### src/rtl/pipeline_pkg.sv
// Shared types and encodings for the pipeline hazard sequencer.
package pipeline_pkg;

    // PC-source mux encodings; 2'b11 is never driven.
    localparam logic [1:0] PCSRC_SEQ    = 2'b00;
    localparam logic [1:0] PCSRC_BRANCH = 2'b01;
    localparam logic [1:0] PCSRC_JUMP   = 2'b10;

    // Register $zero can never carry a real dependency.
    localparam logic [4:0] REG_ZERO = 5'd0;

    // Sequencer state: normal flow, or frozen behind a slow data-memory access.
    typedef enum logic [0:0] {
        RUN      = 1'b0,
        MEM_WAIT = 1'b1
    } hazardState_t;

endpackage

### src/rtl/hazard_sat_counter.sv
// Enable-driven event counter that sticks at all-ones instead of wrapping.
module hazard_sat_counter #(
    parameter int CNT_W = 16
) (
    input  logic             clk,
    input  logic             reset,
    input  logic             en,
    output logic [CNT_W-1:0] count
);

    // Count enabled cycles, holding once the maximum value is reached.
    always_ff @(posedge clk) begin
        if (reset) begin
            count <= '0;
        end else if (en && (count != '1)) begin
            count <= count + 1'b1;
        end
    end

endmodule

### src/rtl/pipeline_hazard_controller.sv
// Hazard sequencer for the 5-stage pipeline: load-use stalls, MEM-stage
// redirects and data-memory freezes with a bounded wait, plus statistics.
module pipeline_hazard_controller
    import pipeline_pkg::*;
#(
    parameter int CNT_W    = 16,
    parameter int MAX_WAIT = 15,   // at least 1
    parameter int WAIT_W   = 4     // 2**WAIT_W must exceed MAX_WAIT
) (
    input  logic             clk,
    input  logic             reset,
    input  logic [4:0]       id_rs,
    input  logic [4:0]       id_rt,
    input  logic             id_uses_rt,
    input  logic [4:0]       idex_rt,
    input  logic             idex_mem_read,
    input  logic             exmem_zero,
    input  logic             exmem_branch_eq,
    input  logic             exmem_branch_ne,
    input  logic             exmem_jump,
    input  logic             exmem_mem_read,
    input  logic             exmem_mem_write,
    input  logic             dmem_ready,
    output logic             pc_write,
    output logic [1:0]       pc_src,
    output logic             ifid_write,
    output logic             ifid_flush,
    output logic             idex_flush,
    output logic             exmem_flush,
    output logic             pipe_hold,
    output logic             mem_timeout,
    output logic [CNT_W-1:0] stall_cycles,
    output logic [CNT_W-1:0] flush_events
);

    hazardState_t      stateReg, stateNext;
    logic [WAIT_W-1:0] waitCntReg, waitCntNext;
    logic              forceReleaseReg, forceReleaseNext;
    logic              memTimeoutReg, memTimeoutNext;

    logic memBusyRaw, memBusy, taken, redirect, loadUse;
    logic redirectTaken;

    logic [1:0]       cntEn;
    logic [CNT_W-1:0] cntVal [2];

    // Hazard detection terms; a forced release masks the busy condition for one cycle.
    always_comb begin
        memBusyRaw = (exmem_mem_read | exmem_mem_write) & ~dmem_ready;
        memBusy    = memBusyRaw & ~forceReleaseReg;
        taken      = (exmem_branch_eq & exmem_zero) | (exmem_branch_ne & ~exmem_zero);
        redirect   = taken | exmem_jump;
        loadUse    = idex_mem_read && (idex_rt != REG_ZERO) &&
                     ((idex_rt == id_rs) || (id_uses_rt && (idex_rt == id_rt)));
    end

    // Next-state logic: track consecutive busy cycles and arm the forced release.
    always_comb begin
        stateNext        = stateReg;
        waitCntNext      = waitCntReg;
        forceReleaseNext = 1'b0;
        memTimeoutNext   = memTimeoutReg | forceReleaseReg;
        case (stateReg)
            RUN: begin
                waitCntNext = '0;
                if (memBusy) begin
                    stateNext        = MEM_WAIT;
                    waitCntNext      = WAIT_W'(1);
                    forceReleaseNext = (MAX_WAIT == 1);
                end
            end
            MEM_WAIT: begin
                if (memBusy) begin
                    waitCntNext      = waitCntReg + 1'b1;
                    forceReleaseNext = (waitCntReg == WAIT_W'(MAX_WAIT - 1));
                end else begin
                    // Ready (or forced release): this cycle already follows RUN rules.
                    stateNext   = RUN;
                    waitCntNext = '0;
                end
            end
            default: begin
                stateNext   = RUN;
                waitCntNext = '0;
            end
        endcase
    end

    // Mealy pipeline controls, highest-priority hazard first.
    always_comb begin
        pc_write      = 1'b1;
        ifid_write    = 1'b1;
        pc_src        = PCSRC_SEQ;
        ifid_flush    = 1'b0;
        idex_flush    = 1'b0;
        exmem_flush   = 1'b0;
        pipe_hold     = 1'b0;
        redirectTaken = 1'b0;
        if (!reset) begin
            if (memBusy) begin
                pc_write   = 1'b0;
                ifid_write = 1'b0;
                pipe_hold  = 1'b1;
            end else if (redirect) begin
                // The ID instruction gets flushed, so any load-use there is moot.
                redirectTaken = 1'b1;
                pc_src        = exmem_jump ? PCSRC_JUMP : PCSRC_BRANCH;
                ifid_flush    = 1'b1;
                idex_flush    = 1'b1;
                exmem_flush   = 1'b1;
            end else if (loadUse) begin
                pc_write   = 1'b0;
                ifid_write = 1'b0;
                idex_flush = 1'b1;
            end
        end
    end

    // State, wait counter and sticky timeout register.
    always_ff @(posedge clk) begin
        if (reset) begin
            stateReg        <= RUN;
            waitCntReg      <= '0;
            forceReleaseReg <= 1'b0;
            memTimeoutReg   <= 1'b0;
        end else begin
            stateReg        <= stateNext;
            waitCntReg      <= waitCntNext;
            forceReleaseReg <= forceReleaseNext;
            memTimeoutReg   <= memTimeoutNext;
        end
    end

    assign mem_timeout = memTimeoutReg;

    // Statistics: index 0 counts stalled-PC cycles, index 1 counts redirects.
    assign cntEn[0] = ~pc_write;
    assign cntEn[1] = redirectTaken;

    generate
        for (genvar gi = 0; gi < 2; gi++) begin : gen_stat
            hazard_sat_counter #(
                .CNT_W (CNT_W)
            ) u_cnt (
                .clk   (clk),
                .reset (reset),
                .en    (cntEn[gi]),
                .count (cntVal[gi])
            );
        end
    endgenerate

    assign stall_cycles = cntVal[0];
    assign flush_events = cntVal[1];

endmodule

### config.mk
export PLATFORM = sky130hd
export DESIGN_NAME = pipeline_hazard_controller
export DESIGN_NICKNAME = d
export VERILOG_FILES = /design/src/rtl/pipeline_pkg.sv /design/src/rtl/hazard_sat_counter.sv /design/src/rtl/pipeline_hazard_controller.sv
export SDC_FILE = /design/constraint.sdc
export NUM_CORES = 1
export LEC_CHECK = 0
export ABC_CLOCK_PERIOD_IN_PS = 5250
export CORE_MARGIN = 2
export CORE_UTILIZATION = 49
export DETAILED_ROUTE_END_ITERATION = 7
export PLACE_DENSITY = 0.83
export SETUP_SLACK_MARGIN = 0.5
export SYNTH_ARGS = -nofsm -noshare
export SYNTH_HDL_FRONTEND = slang
export SYNTH_SLANG_ARGS = --single-unit
### constraint.sdc
create_clock -name clk -period 5.25 [get_ports clk]
set_input_delay 0.7875 -clock clk [delete_from_list [all_inputs] [get_ports clk]]
set_output_delay 0.7875 -clock clk [all_outputs]
set_load 0.01 [all_outputs]
==> results of run 1 <==
[sequential cells by signal (all words and copies together), names as in the netlist]
register and count:
mem_timeout 1, waitCntReg 4, gen_stat.u_cnt.count 32, stateReg 1, forceReleaseReg 1
[Yosys cell counts (2+ instances only)]
| master | instances | share of area (%) |
|---|---|---|
| dfxtp_1 | 39 | 40 |
| nor2_1 | 34 | 6.5 |
| xor2_1 | 15 | 6.7 |
| a21oi_1 | 14 | 3.6 |
| nand2_1 | 14 | 2.7 |
| nand3_1 | 14 | 3.6 |
| xnor2_1 | 13 | 5.8 |
| or3_1 | 12 | 3.8 |
| inv_1 | 9 | 1.7 |
| nand4_1 | 8 | 2.5 |
| o21ai_1 | 8 | 2.0 |
| and3_1 | 5 | 1.6 |
| ha_1 | 4 | 2.5 |
| and4_1 | 3 | 1.3 |
| buf_4 | 3 | 1.1 |
| clkbuf_1 | 3 | 0.57 |
| nor2b_1 | 3 | 0.95 |
| o21ai_0 | 3 | 0.76 |
| a2111oi_2 | 2 | 1.5 |
| and2_1 | 2 | 0.64 |
| buf_1 | 2 | 0.38 |
| mux2i_1 | 2 | 1.0 |
| nor3_1 | 2 | 0.51 |
| o31a_1 | 2 | 0.89 |
[path summary, 6_finish.rpt]
path                                                start                                        to  slack [ns]  cells after the start
setup / recovery                               idex_rt[1]                                ifid_write        1.64                      6
hold / removal                           stateReg$_DFF_P_                  waitCntReg[0]$_SDFF_PP0_        0.43                      1
setup reg to reg  gen_stat[0].u_cnt.count[1]$_SDFFE_PP0P_  gen_stat[0].u_cnt.count[10]$_SDFFE_PP0P_        2.73                      6
hold reg to reg                          stateReg$_DFF_P_                  waitCntReg[0]$_SDFF_PP0_        0.43                      1
[per-layer routing]
layer  share of wire (%)  vias up
li1                    -      932
met1                  42      877
met5                   0        -
met3                 7.8        8
met2                  49       60
met4                 1.6        0
[critical path: stages]
cell and delay (ns):
clkdlybuf4s50_1 0.46, or4_1 0.56, o21ai_2 0.20, nor2_1 0.06
a21oi_1 0.18, clkdlybuf4s50_1 0.57
[through the flow]
stage               instance area [µm²]  instances  power [mW]
floorplan                          1968        232      0.3431
global placement                   2646        340      0.3779
detailed placement                 2646        340      0.3792
CTS                                2746        348      0.5960
global route                       2746        348      0.6156
finish                             2746        348      0.5901
[where the power goes]
part	leakage (nW)	total [mW]	switching, mW	internal [mW]
clock network	0.0515	0.218	0.0982	0.120
logic	0.589	0.0698	0.0302	0.0396
registers	0.315	0.302	0.00364	0.299
[area by class of cell]
cell class	instances	area, µm²
Clock buffer	8	100.1
Fill cell	327	1196
Inverter	9	33.78
Multi-Input combinational cell	175	1101
Sequential cell	39	780.7
Tap cell	50	62.56
Timing Repair Buffer	67	668.1
[cells by family after synthesis]
family                   synth area share (%)
AND/OR/NAND/NOR                         26.13
flip-flops                              39.67
AO/OA/AOI/OAI                           11.89
XOR/XNOR                                12.46
buffers and inverters                   4.386
multiplexers                            2.924
adder cells (fa/ha/maj)                 2.543
[cells in the final DEF (no fill, tap or decap), types with 3 or more instances in the layout]
master and instances:
and3_1 5, a21oi_1 14, o21ai_1 8, o21ai_0 3, xor2_1 15, nand2_1 14
and4_1 3, nand3_1 14, clkdlybuf4s50_1 66, or3_1 12, nor2_1 34, nor2b_1 3
dfxtp_1 39, ha_1 4, clkbuf_8 7, inv_1 9, nand4_1 8, xnor2_1 13
==> results by group, run 1 <==
Global route
  – Largest net degree at the start of global routing: 40
  – Gr busiest metal: met2
  – Routing usage on met2: 37.87%
  – Met1 Use GR: 22.59%
  – Met3 GRT Util: 6.167%
  – Total track usage: 21.05%
  – Gr ovfl total: 0
  – Wire length of the first global-routing pass: 7210 µm
  – Initial antenna violation count: 0
  – Vias in the first global route: 1752

Clock tree
  – H-tree depth: 2
  – Clk_lat worst skew: 0.29 ns
  – Root Buffer: clkbuf_8
  – Hold buffers post-CTS: 0
  – Post_cts resized: 0
  – Postcts setup bufs: 0
  – Cts bufs inserted: 5
  – Worst-path clk slew: 0.07 ns
  – # clock sinks: 39
  – CTS tree: built
  – Clock Path Buffers: 2

Yosys
  – Syn. warnings: 0
  – Yosys cell types: 40
  – Top FF cell, synth: dfxtp_1
  – Post-synth EDFFs: 0
  – Mapped Area: 0.001968 mm²
  – Syn Inst Count: 232
  – Syn nets: 262
  – Yosys reg bits: 39
  – Sequential area share after synthesis: 39.67%
  – Ys async rst share: 0%
  – Syn_area_per_cell: 8.483 µm²

STA
  – Final Hold Viols: 0
  – Max-slew headroom: 31.60%
  – Fmax: 0.2771 GHz
  – Setup violations, final: 0
  – Max Slew Vio Count: 0
  – Final worst setup slack: 1.642 ns
  – Setup_tns: 0 ns
  – Min cycle time layout: 3.608 ns
  – Hold Slack: 0.4340 ns
  – Crit share post-route: 68.73%
  – Slew at the pin closest to its max-slew limit: 1.026 ns
  – Unrepaired setup endpoints after global routing: false
  – Clock skew: 0.005936 ns

Worst setup path
  – CP required: 4.46 ns
  – Worst setup EP type: primary output
  – CP arrival: 2.82 ns
  – Startpoint types: primary input
  – Maximum fanout along the worst path: 3
  – WS Path Type: in2out

Placement
  – Dpl ws: 1.640 ns
  – HPWL after DPL: 3324 µm
  – GP Congestion: 0.7622
  – Number of I/O port buffers: 66

Pwr
  – Lkg Pwr: 0.9551 nW
  – Pwr per Cell Area: 214.8 mW/mm²
  – Max VDD drop: 0.1694 mV

Detailed routing
  – Drt drc: 0
  – Antenna Nets Post-Route: 0
  – Via density: 5.394
  – Vias: 1877
  – DRT Wirelength: 4639 µm
  – Avg WL per Cell: 13.33 µm
  – Iteration-0 DRC Markers: 82
  – Initial DRT Pass Iterations: 4

Hold path
  – Hold Path Class: reg2reg

Run
  – Total of max-cap violations: 0

Layout
  – Final core utilization: 69.66%
  – Ant diodes: 0
  – Share of cells above drive strength 1: 5.369%
  – Synth-to-layout area growth: 39.54%
  – Nets: 327

Run status
  – Status: completed

Floorplan
  – Row count: 23
  – Die span in x: 67.38 µm
  – Full die area: 0.004539 mm²
  – Core area: 0.003943 mm²
  – Die H: 67.38 µm
  – Num ports: 67
  – Initial Util: 49.92%
(Power assumes the default switching activity.)
==> run 2, diff against run 1 <==
ABC_CLOCK_PERIOD_IN_PS = 2900   (was 5250)
CORE_UTILIZATION = 41   (was 49)
PLACE_DENSITY = 0.74   (was 0.83)
clock period = 2.9 ns   (was 5.25 ns; I/O delays follow)
==> results by group, run 2 (synthesis results as in run 1) <==
Detailed routing
  – Antenna Nets Post-Route: 0
  – Initial DRT Pass Iterations: 3
  – Via density: 5.244
  – Iteration-0 DRC Markers: 37
  – Avg WL per Cell: 13.92 µm
  – DRT Wirelength: 5025 µm
  – Vias: 1893
  – Drt drc: 0

STA
  – Slew at the pin closest to its max-slew limit: 0.6322 ns
  – Max-slew headroom: 57.77%
  – Crit share post-route: 82.28%
  – Clock skew: 0.002131 ns
  – Setup violations, final: 0
  – Min cycle time layout: 2.386 ns
  – Setup_tns: 0 ns
  – Final Hold Viols: 0
  – Max Slew Vio Count: 0
  – Fmax: 0.4191 GHz
  – Unrepaired setup endpoints after global routing: true

Placement
  – HPWL after DPL: 3363 µm
  – Number of I/O port buffers: 66
  – GP Congestion: 0.7937
  – Placed cell count: 348

Clock tree
  – Clk_lat worst skew: 0.29 ns
  – Cts bufs inserted: 5
  – H-tree depth: 2
  – Root Buffer: clkbuf_8
  – CTS tree: built
  – Worst-path clk slew: 0.07 ns
  – Clock Path Buffers: 2
  – # clock sinks: 39

Floorplan
  – Die span in x: 73.29 µm
  – Num ports: 67
  – Die H: 73.29 µm
  – Initial Util: 42.23%
  – Row count: 25
  – Core area: 0.004661 mm²
  – Full die area: 0.005371 mm²

Global route
  – Initial antenna violation count: 0
  – Gr ovfl total: 0
  – Total track usage: 18.21%
  – Vias in the first global route: 1754
  – Largest net degree at the start of global routing: 29
  – Wire length of the first global-routing pass: 7679 µm

Run
  – Total of max-cap violations: 0

Worst setup path
  – Crit path launch: dmem_ready
  – CP required: 2.47 ns
  – R2R cell count: 7
  – Maximum fanout along the worst path: 3
  – Critical R2R Capture: gen_stat[0].u_cnt.count[11]$_SDFFE_PP0P_
  – WS Path Type: in2out
  – R2r setup slk: 0.84 ns
  – Worst setup EP type: primary output
  – CP arrival: 1.95 ns
  – Worst R2R Start: gen_stat[0].u_cnt.count[0]$_SDFFE_PP0P_
  – Startpoint types: primary input
  – Crit path to: pc_src[1]

Layout
  – Share of cells above drive strength 1: 13.36%
  – Nets: 336
  – Ant diodes: 0
  – Layout Cells excl Fill: 361
  – Commonest non-fill, non-tap cells in the layout: clkdlybuf4s50_1, dfxtp_1, nor2_1, xor2_1
  – Largest Register: gen_stat.u_cnt.count
  – Final core utilization: 63.19%
  – Max FFs per register: 32
  – Top flop regs: gen_stat.u_cnt.count x32, waitCntReg x4
  – Commonest non-fill, non-tap cell in the layout: clkdlybuf4s50_1
  – Synth-to-layout area growth: 49.65%

Hold path
  – Hold Path Class: reg2reg

Pwr
  – Lkg Pwr: 1.088 nW
  – Pwr per Cell Area: 395.2 mW/mm²
  – Max VDD drop: 0.2445 mV

Run status
  – Status: completed
## run 2: what timing repair did
action                     CTS  global route
pin swaps                    3             1
buffers inserted             2             1
setup endpoints to repair   14            14
hold buffers                 0             0
gates resized for setup     27            14
cloned                       1             1
## run 2: power breakdown
group	switching [mW]	internal (mW)	total [mW]
combinational	0.0661	0.0863	0.152
sequential	0.00627	0.540	0.547
clock	0.187	0.278	0.465
## run 2: metal layers
metal | routed length [µm] | track usage [%] | part of all wire [%] | vias up
met5 | 0 | 0 | 0 | -
met4 | 95 | 8.230 | 1.9 | 0
met3 | 343 | 5.487 | 6.8 | 7
met2 | 2341 | 30.53 | 47 | 47
met1 | 2244 | 21.29 | 45 | 882
li1 | - | - | - | 957
## run 2: worst max-delay path: stages
cell and delay (ns):
clkdlybuf4s50_1 0.40, or2_4 0.28, nor2_2 0.13, nor2_1 0.06, and2_1 0.17, clkdlybuf4s50_1 0.48
## run 2: cell type report
cell class / instances / area [µm²]
Inverter: 9 / 33.78
Sequential cell: 39 / 780.7
Fill cell: 417 / 1715
Timing Repair Buffer: 76 / 779.5
Tap cell: 54 / 67.56
Multi-Input combinational cell: 175 / 1166
Clock buffer: 6 / 82.58
Clock inverter: 2 / 35.03
## run 2: metrics by stage
| step | hold slack (ns) | setup slack, ns | cell area, µm² | total power, mW |
|---|---|---|---|---|
| final | 0.4419 | 0.5139 | 2945 | 1.164 |
| after global routing | 0.4536 | 0.4079 | 2945 | 1.213 |
| after CTS | 0.4426 | 0.4422 | 2887 | 1.166 |
| after detailed placement | 0.4302 | 0.004044 | 2694 | 0.6941 |
| after global placement | 0.4229 | 0.05999 | 2694 | 0.6925 |
| after floorplan | 0.4106 | 0.7061 | 1968 | 0.6211 |
## run 2: how the worst min path moves through the flow
stage                                 from  slack (ns)                  endpoint  depth (start not counted)
after global placement    stateReg$_DFF_P_        0.42  waitCntReg[0]$_SDFF_PP0_                          1
final                     stateReg$_DFF_P_        0.44  waitCntReg[0]$_SDFF_PP0_                          1
after detailed placement  stateReg$_DFF_P_        0.43  waitCntReg[0]$_SDFF_PP0_                          1
after CTS                 stateReg$_DFF_P_        0.44  waitCntReg[0]$_SDFF_PP0_                          1
after global routing      stateReg$_DFF_P_        0.45  waitCntReg[0]$_SDFF_PP0_                          1
after floorplan           stateReg$_DFF_P_        0.41  waitCntReg[0]$_SDFF_PP0_                          1
